`src/rtl/hash160_pkg.sv`:
```
// hash160_pkg: shared RIPEMD-160 constants, sequencer states and byte-swap helper
package hash160_pkg;
  localparam logic [31:0] H0 = 32'h67452301;
  localparam logic [31:0] H1 = 32'hefcdab89;
  localparam logic [31:0] H2 = 32'h98badcfe;
  localparam logic [31:0] H3 = 32'h10325476;
  localparam logic [31:0] H4 = 32'hc3d2e1f0;
  localparam int CORE_LAT_DEF = 81;
  localparam logic [31:0] PAD_WORD = 32'h00000080;
  localparam logic [31:0] LEN_WORD = 32'h00000100;
  typedef enum logic [2:0] {IDLE, LAUNCH, WAIT, COMBINE, RESULT} state_e;
  function automatic logic [31:0] bswap32(input logic [31:0] w);
    return {w[7:0], w[15:8], w[23:16], w[31:24]};
  endfunction
endpackage

```
`src/rtl/ripemd160_pad.sv`:
```
// ripemd160_pad: builds the 512-bit core block from a 32-byte message or passes a raw block through
module ripemd160_pad
  import hash160_pkg::*;
(
  input  logic [255:0] msg_i,
  input  logic         raw_i,
  input  logic [511:0] block_i,
  output logic [511:0] block_o
);
  logic [511:0] pad;
  // message bytes are big-endian in msg_i, core words are little-endian
  always_comb begin
    pad = '0;
    for (int j = 0; j < 8; j++) pad[32*j +: 32] = bswap32(msg_i[255-32*j -: 32]);
    pad[32*8 +: 32] = PAD_WORD;
    pad[32*14 +: 32] = LEN_WORD;
  end
  assign block_o = raw_i ? block_i : pad;
endmodule

```
`src/rtl/ripemd160_ctrl.sv`:
```
// ripemd160_ctrl: launches both RIPEMD-160 line cores, captures them at a fixed latency and combines the digest
module ripemd160_ctrl
  import hash160_pkg::*;
#(
  parameter int CORE_LAT = CORE_LAT_DEF,
  parameter int CNT_W    = 7
) (
  input  logic         clk,
  input  logic         rst_n,
  input  logic         i_valid,
  output logic         o_ready,
  input  logic         i_raw,
  input  logic [255:0] i_msg,
  input  logic [511:0] i_block,
  output logic         o_valid,
  input  logic         i_ready,
  output logic [159:0] o_digest,
  output logic         o_err,
  output logic         core_valid,
  output logic [511:0] core_block,
  input  logic         l_valid,
  input  logic [159:0] l_ans,
  input  logic         r_valid,
  input  logic [159:0] r_ans
);
  state_e state_q;
  logic [CNT_W-1:0] cnt_q;
  logic [159:0] l_q, r_q, digest_d;
  logic [511:0] block_d;
  logic [31:0] la, lb, lc, ld, le, ra, rb, rc, rd, re;
  ripemd160_pad u_pad (
    .msg_i   (i_msg),
    .raw_i   (i_raw),
    .block_i (i_block),
    .block_o (block_d)
  );
  assign o_ready = state_q == IDLE;
  assign {la, lb, lc, ld, le} = l_q;
  assign {ra, rb, rc, rd, re} = r_q;
  // final combine rotates the lanes by one word relative to the IV
  assign digest_d = {bswap32(H1 + lc + rd), bswap32(H2 + ld + re), bswap32(H3 + le + ra),
                     bswap32(H4 + la + rb), bswap32(H0 + lb + rc)};
  always_ff @(posedge clk) begin
    if (!rst_n) begin
      state_q    <= IDLE;
      cnt_q      <= '0;
      l_q        <= '0;
      r_q        <= '0;
      core_valid <= 1'b0;
      core_block <= '0;
      o_valid    <= 1'b0;
      o_digest   <= '0;
      o_err      <= 1'b0;
    end else begin
      core_valid <= 1'b0;
      case (state_q)
        IDLE: if (i_valid) begin
          core_block <= block_d;
          core_valid <= 1'b1;
          cnt_q      <= '0;
          state_q    <= LAUNCH;
        end
        LAUNCH: begin
          cnt_q   <= cnt_q + 1'b1;
          state_q <= WAIT;
        end
        WAIT: begin
          cnt_q <= cnt_q + 1'b1;
          if (cnt_q == CNT_W'(CORE_LAT)) begin
            l_q     <= l_ans;
            r_q     <= r_ans;
            o_err   <= o_err | ~(l_valid & r_valid);
            state_q <= COMBINE;
          end
        end
        COMBINE: begin
          o_digest <= digest_d;
          o_valid  <= 1'b1;
          state_q  <= RESULT;
        end
        RESULT: if (i_ready) begin
          o_valid <= 1'b0;
          state_q <= IDLE;
        end
        default: state_q <= IDLE;
      endcase
    end
  end
endmodule

```
`config.mk`:
```
export PLATFORM = sky130hd
export DESIGN_NAME = ripemd160_ctrl
export DESIGN_NICKNAME = d
export VERILOG_FILES = /design/src/rtl/hash160_pkg.sv /design/src/rtl/ripemd160_pad.sv /design/src/rtl/ripemd160_ctrl.sv
export SDC_FILE = /design/constraint.sdc
export NUM_CORES = 2
export LEC_CHECK = 0
export CAP_MARGIN = 15
export CELL_PAD_IN_SITES_DETAIL_PLACEMENT = 1
export CELL_PAD_IN_SITES_GLOBAL_PLACEMENT = 2
export CORE_AREA = 5 5 678 680
export DETAILED_ROUTE_END_ITERATION = 6
export DIE_AREA = 0 0 683 685
export DONT_BUFFER_PORTS = 1
export PLACE_DENSITY_LB_ADDON = 0.1
export SETUP_SLACK_MARGIN = 0.5
export SLEW_MARGIN = 20
export SYNTH_ARGS = -nofsm -noshare
export SYNTH_HDL_FRONTEND = slang
export SYNTH_HIERARCHICAL = 1
export SYNTH_SLANG_ARGS = --single-unit
```
`constraint.sdc`:
```
create_clock -name clk -period 3.65 [get_ports clk]
set_input_delay 0.5475 -clock clk [delete_from_list [all_inputs] [get_ports clk]]
set_output_delay 0.5475 -clock clk [all_outputs]
set_load 0.05 [all_outputs]
```
==> summary.txt <==
Yosys
  – Ys Warns: 6
  – Ys async rst share: 0%
  – Seq/Total Area, Yosys: 41.7%
  – Synth unique cells: 83
  – Synth Register Bits: 1,005
  – Avg Inst Size Synth: ~9 µm²
  – Most common cell in the netlist: dfxtp_1
  – Post-Syn Nets: around 6.7k
  – Post-Synthesis Cells: approximately 5.3k
  – Post-synth EDFFs: 0
  – Area leader, netlist: dfxtp_1
  – Synth Flop Type: dfxtp_1
  – Mapped Area: between 40,000 and 50,000 µm²
  – Synth top area share: a little over two fifths
  – Synth top area cells: dfxtp_1, a22o_1, ha_1
  – Most frequent cells after synthesis: dfxtp_1, nand2_1, a21oi_1, a22o_1, inv_1

Placed design
  – Post-place setup slack: about 100 ps
  – Number of port buffers: 0
  – Detail Placement HPWL: 412,000 µm
  – GPL Wtd Cong: 1.03

Clocking
  – Root Buffer: clkbuf_16
  – TritonCTS clock tree: done
  – Cts bufs inserted: approximately 170
  – Clk Latency, worst-skew pair: between 800 and 900 ps
  – CTS H-tree lvls: 4
  – Clk slew on worst S/H paths: about 60 ps
  – Clock sink total: ~1.0k
  – Max clock buf depth: 4

GRT
  – Total gr overflow: 0
  – Largest net degree at the start of global routing: 207
  – Total GRT Usage: ~20%
  – Vias in the first global route: 47.8k
  – Initial antenna violation count: around 520
  – Global-route wire length before repair: 598,000 µm

Pwr
  – Power Density: between 400 and 500 nW/µm²
  – Leak pwr: approximately 28 nW
  – PnR Total Power: between 0.03 and 0.04 W
  – Worst vdd ir: 317 µV

Timing
  – Slew Viols, Final: 0
  – Minimum clock period: approximately 3100 ps
  – Final setup viols: 0
  – Setup_tns: 0 ps
  – Unrepaired setup endpoints after global routing: true
  – Final worst slack: ~550 ps
  – Worst Tran Pin Value: approximately 1100 ps
  – F_max: ~320 MHz
  – Crit share post-route: 84.9%
  – Fin. Hold Viols: 0
  – Slew headroom: 23.3%
  – Skew final: between 60 and 70 ps

Detailed routing
  – TritonRoute pass-1 iters: 5
  – Post-route ant nets: 0
  – Routed vias/inst: about 3.7
  – DR WL/cell: 38.4 µm
  – Drt first-iter violations: between 2k and 2.5k
  – Final wirelength: around 480,000 µm
  – Via count: between 40k and 50k
  – DRC violations left: 0
  – M1 WL: approximately 180,000 µm
  – Routed met2 length: around 250,000 µm
  – Highest Signal Layer: met5
  – Routed met3 length: roughly 39,000 µm

Die
  – Core Region: between 400,000 and 500,000 µm²
  – Initial Util: between 10% and 20%
  – Die height: 685 µm
  – Die width: ~700 µm
  – Num rows: 248
  – Die area: roughly 470,000 µm²
  – # IOs: ~1.8k

Flow run
  – Max Cap Viol: 0

Worst setup path
  – Max FO, Critical Path: 3
  – CP Class: register to register
  – Critical Path RT: 4370 ps
  – Critical path endpoint category: register
  – Critical path arrival: 3820 ps
  – Kind of start point of the critical path: register

Cells and area
  – Fraction of layout cells with a size suffix above 1: between 10 and 15%
  – Layout net count: between 7k and 8k
  – Synth-to-Final Area Change: 51.8%

Worst hold path
  – Worst Hold Class: primary input to register

Status
  – Outcome: finished, final reports clean
[kinds of logic after synthesis]
| group | count (synthesis) | share of synthesized area [%] |
|---|---|---|
| AO/OA/AOI/OAI | 1447 | 20.9 |
| AND/OR/NAND/NOR | 1422 | 13.2 |
| flip-flops | 1005 | 41.7 |
| buffers and inverters | 694 | 5.96 |
| adder cells (fa/ha/maj) | 312 | 8.16 |
| multiplexers | 259 | 7.59 |
| XOR/XNOR | 138 | 2.50 |
[metrics by stage]
| step | std cells | util, % | hold WS, ps | cell area (µm²) |
|---|---|---|---|---|
| floorplan | 5277 | - | 436 | 48300 |
| global placement | 11000 | 12.2 | 445 | 55400 |
| detailed placement | 11000 | 12.2 | 449 | 55400 |
| CTS | 12400 | 15.9 | 1.44 | 72000 |
| global route | 12500 | 16.1 | 51.4 | 73000 |
| finish | 12600 | 16.2 | 84.6 | 73300 |
[power by group]
group	switching (W)	internal, W
clock	0.00686	0.00963
combinational	0.00153	0.00166
sequential	0.00237	0.0114
[flip-flops by register name (all words and copies together) (netlist names)]
name and cells:
core_block 512, l_q 160, o_digest 160, r_q 160
cnt_q 7, state_q 3, core_valid 1, o_err 1
o_valid 1
[critical path, stage by stage, from the launching register on]
cell	delay (ps)
dfxtp_2	330
ha_4	240
ha_4	170
fa_2	380
a211oi_4	300
o31ai_4	100
o2111ai_4	290
a21oi_4	140
a32oi_4	270
a31oi_4	140
a311o_1	390
xnor2_1	140
a21oi_1	70
[cell usage in the layout (no fill, tap or decap), types with 12 or more instances in the layout]
master / count
a211oi_1: 24
a21o_1: 90
a21oi_1: 514
a21oi_2: 18
a22o_1: 515
a31oi_1: 19
and2_1: 259
and3_1: 18
buf_12: 30
buf_4: 94
clkbuf_1: 41
clkbuf_16: 168
clkbuf_8: 43
clkinv_2: 20
dfxtp_1: 997
diode_2: 204
dlygate4sd3_1: 1081
ha_1: 275
ha_2: 12
ha_4: 20
inv_1: 332
mux2_2: 57
mux2_4: 200
nand2_1: 906
nand2b_1: 16
nand3_1: 27
nand4_1: 33
nor2_1: 80
nor3_1: 20
o21a_1: 13
o21ai_0: 88
o21ai_1: 21
o21ai_2: 13
o21bai_1: 15
or3_1: 13
xnor2_1: 80
xor2_1: 54
[layout make-up]
class,instances,area (µm²)
clock inverter,38,420
fill,52400,380000
tap,6000,7510
timing repair buffer,1212,12300
antenna,204,510
clock buffer,252,4950
inverter,342,1290
sequential,1005,20100
multi-input combinational,3578,26200
[worst paths after layout]
check                 from     endpoint  slack (ps)  depth (start not counted)
setup / recovery   r_q[65]  o_digest[7]         550                         12
hold / removal    r_ans[0]       r_q[0]          80                          2
setup reg to reg   r_q[65]  o_digest[7]         550                         12
hold reg to reg   l_q[132]     l_q[132]         450                          2
[what timing repair did]
item | in CTS | in global routing
gates resized for setup | 55 | 139
hold buffers | 1082 | 0
pin swaps | 35 | 70
hold endpoints to repair | 789 | 0
endpoints found under the setup margin | 50 | 65
buffers inserted | 16 | 18
[metal layers]
| layer | vias to the layer above | global-route usage (%) |
|---|---|---|
| met5 | - | 0 |
| met2 | 2063 | 36.2 |
| met4 | 112 | 4.86 |
| li1 | 20600 | - |
| met3 | 1003 | 6.15 |
| met1 | 23100 | 22.3 |
No activity file was read; power rests on OpenSTA's default activity.
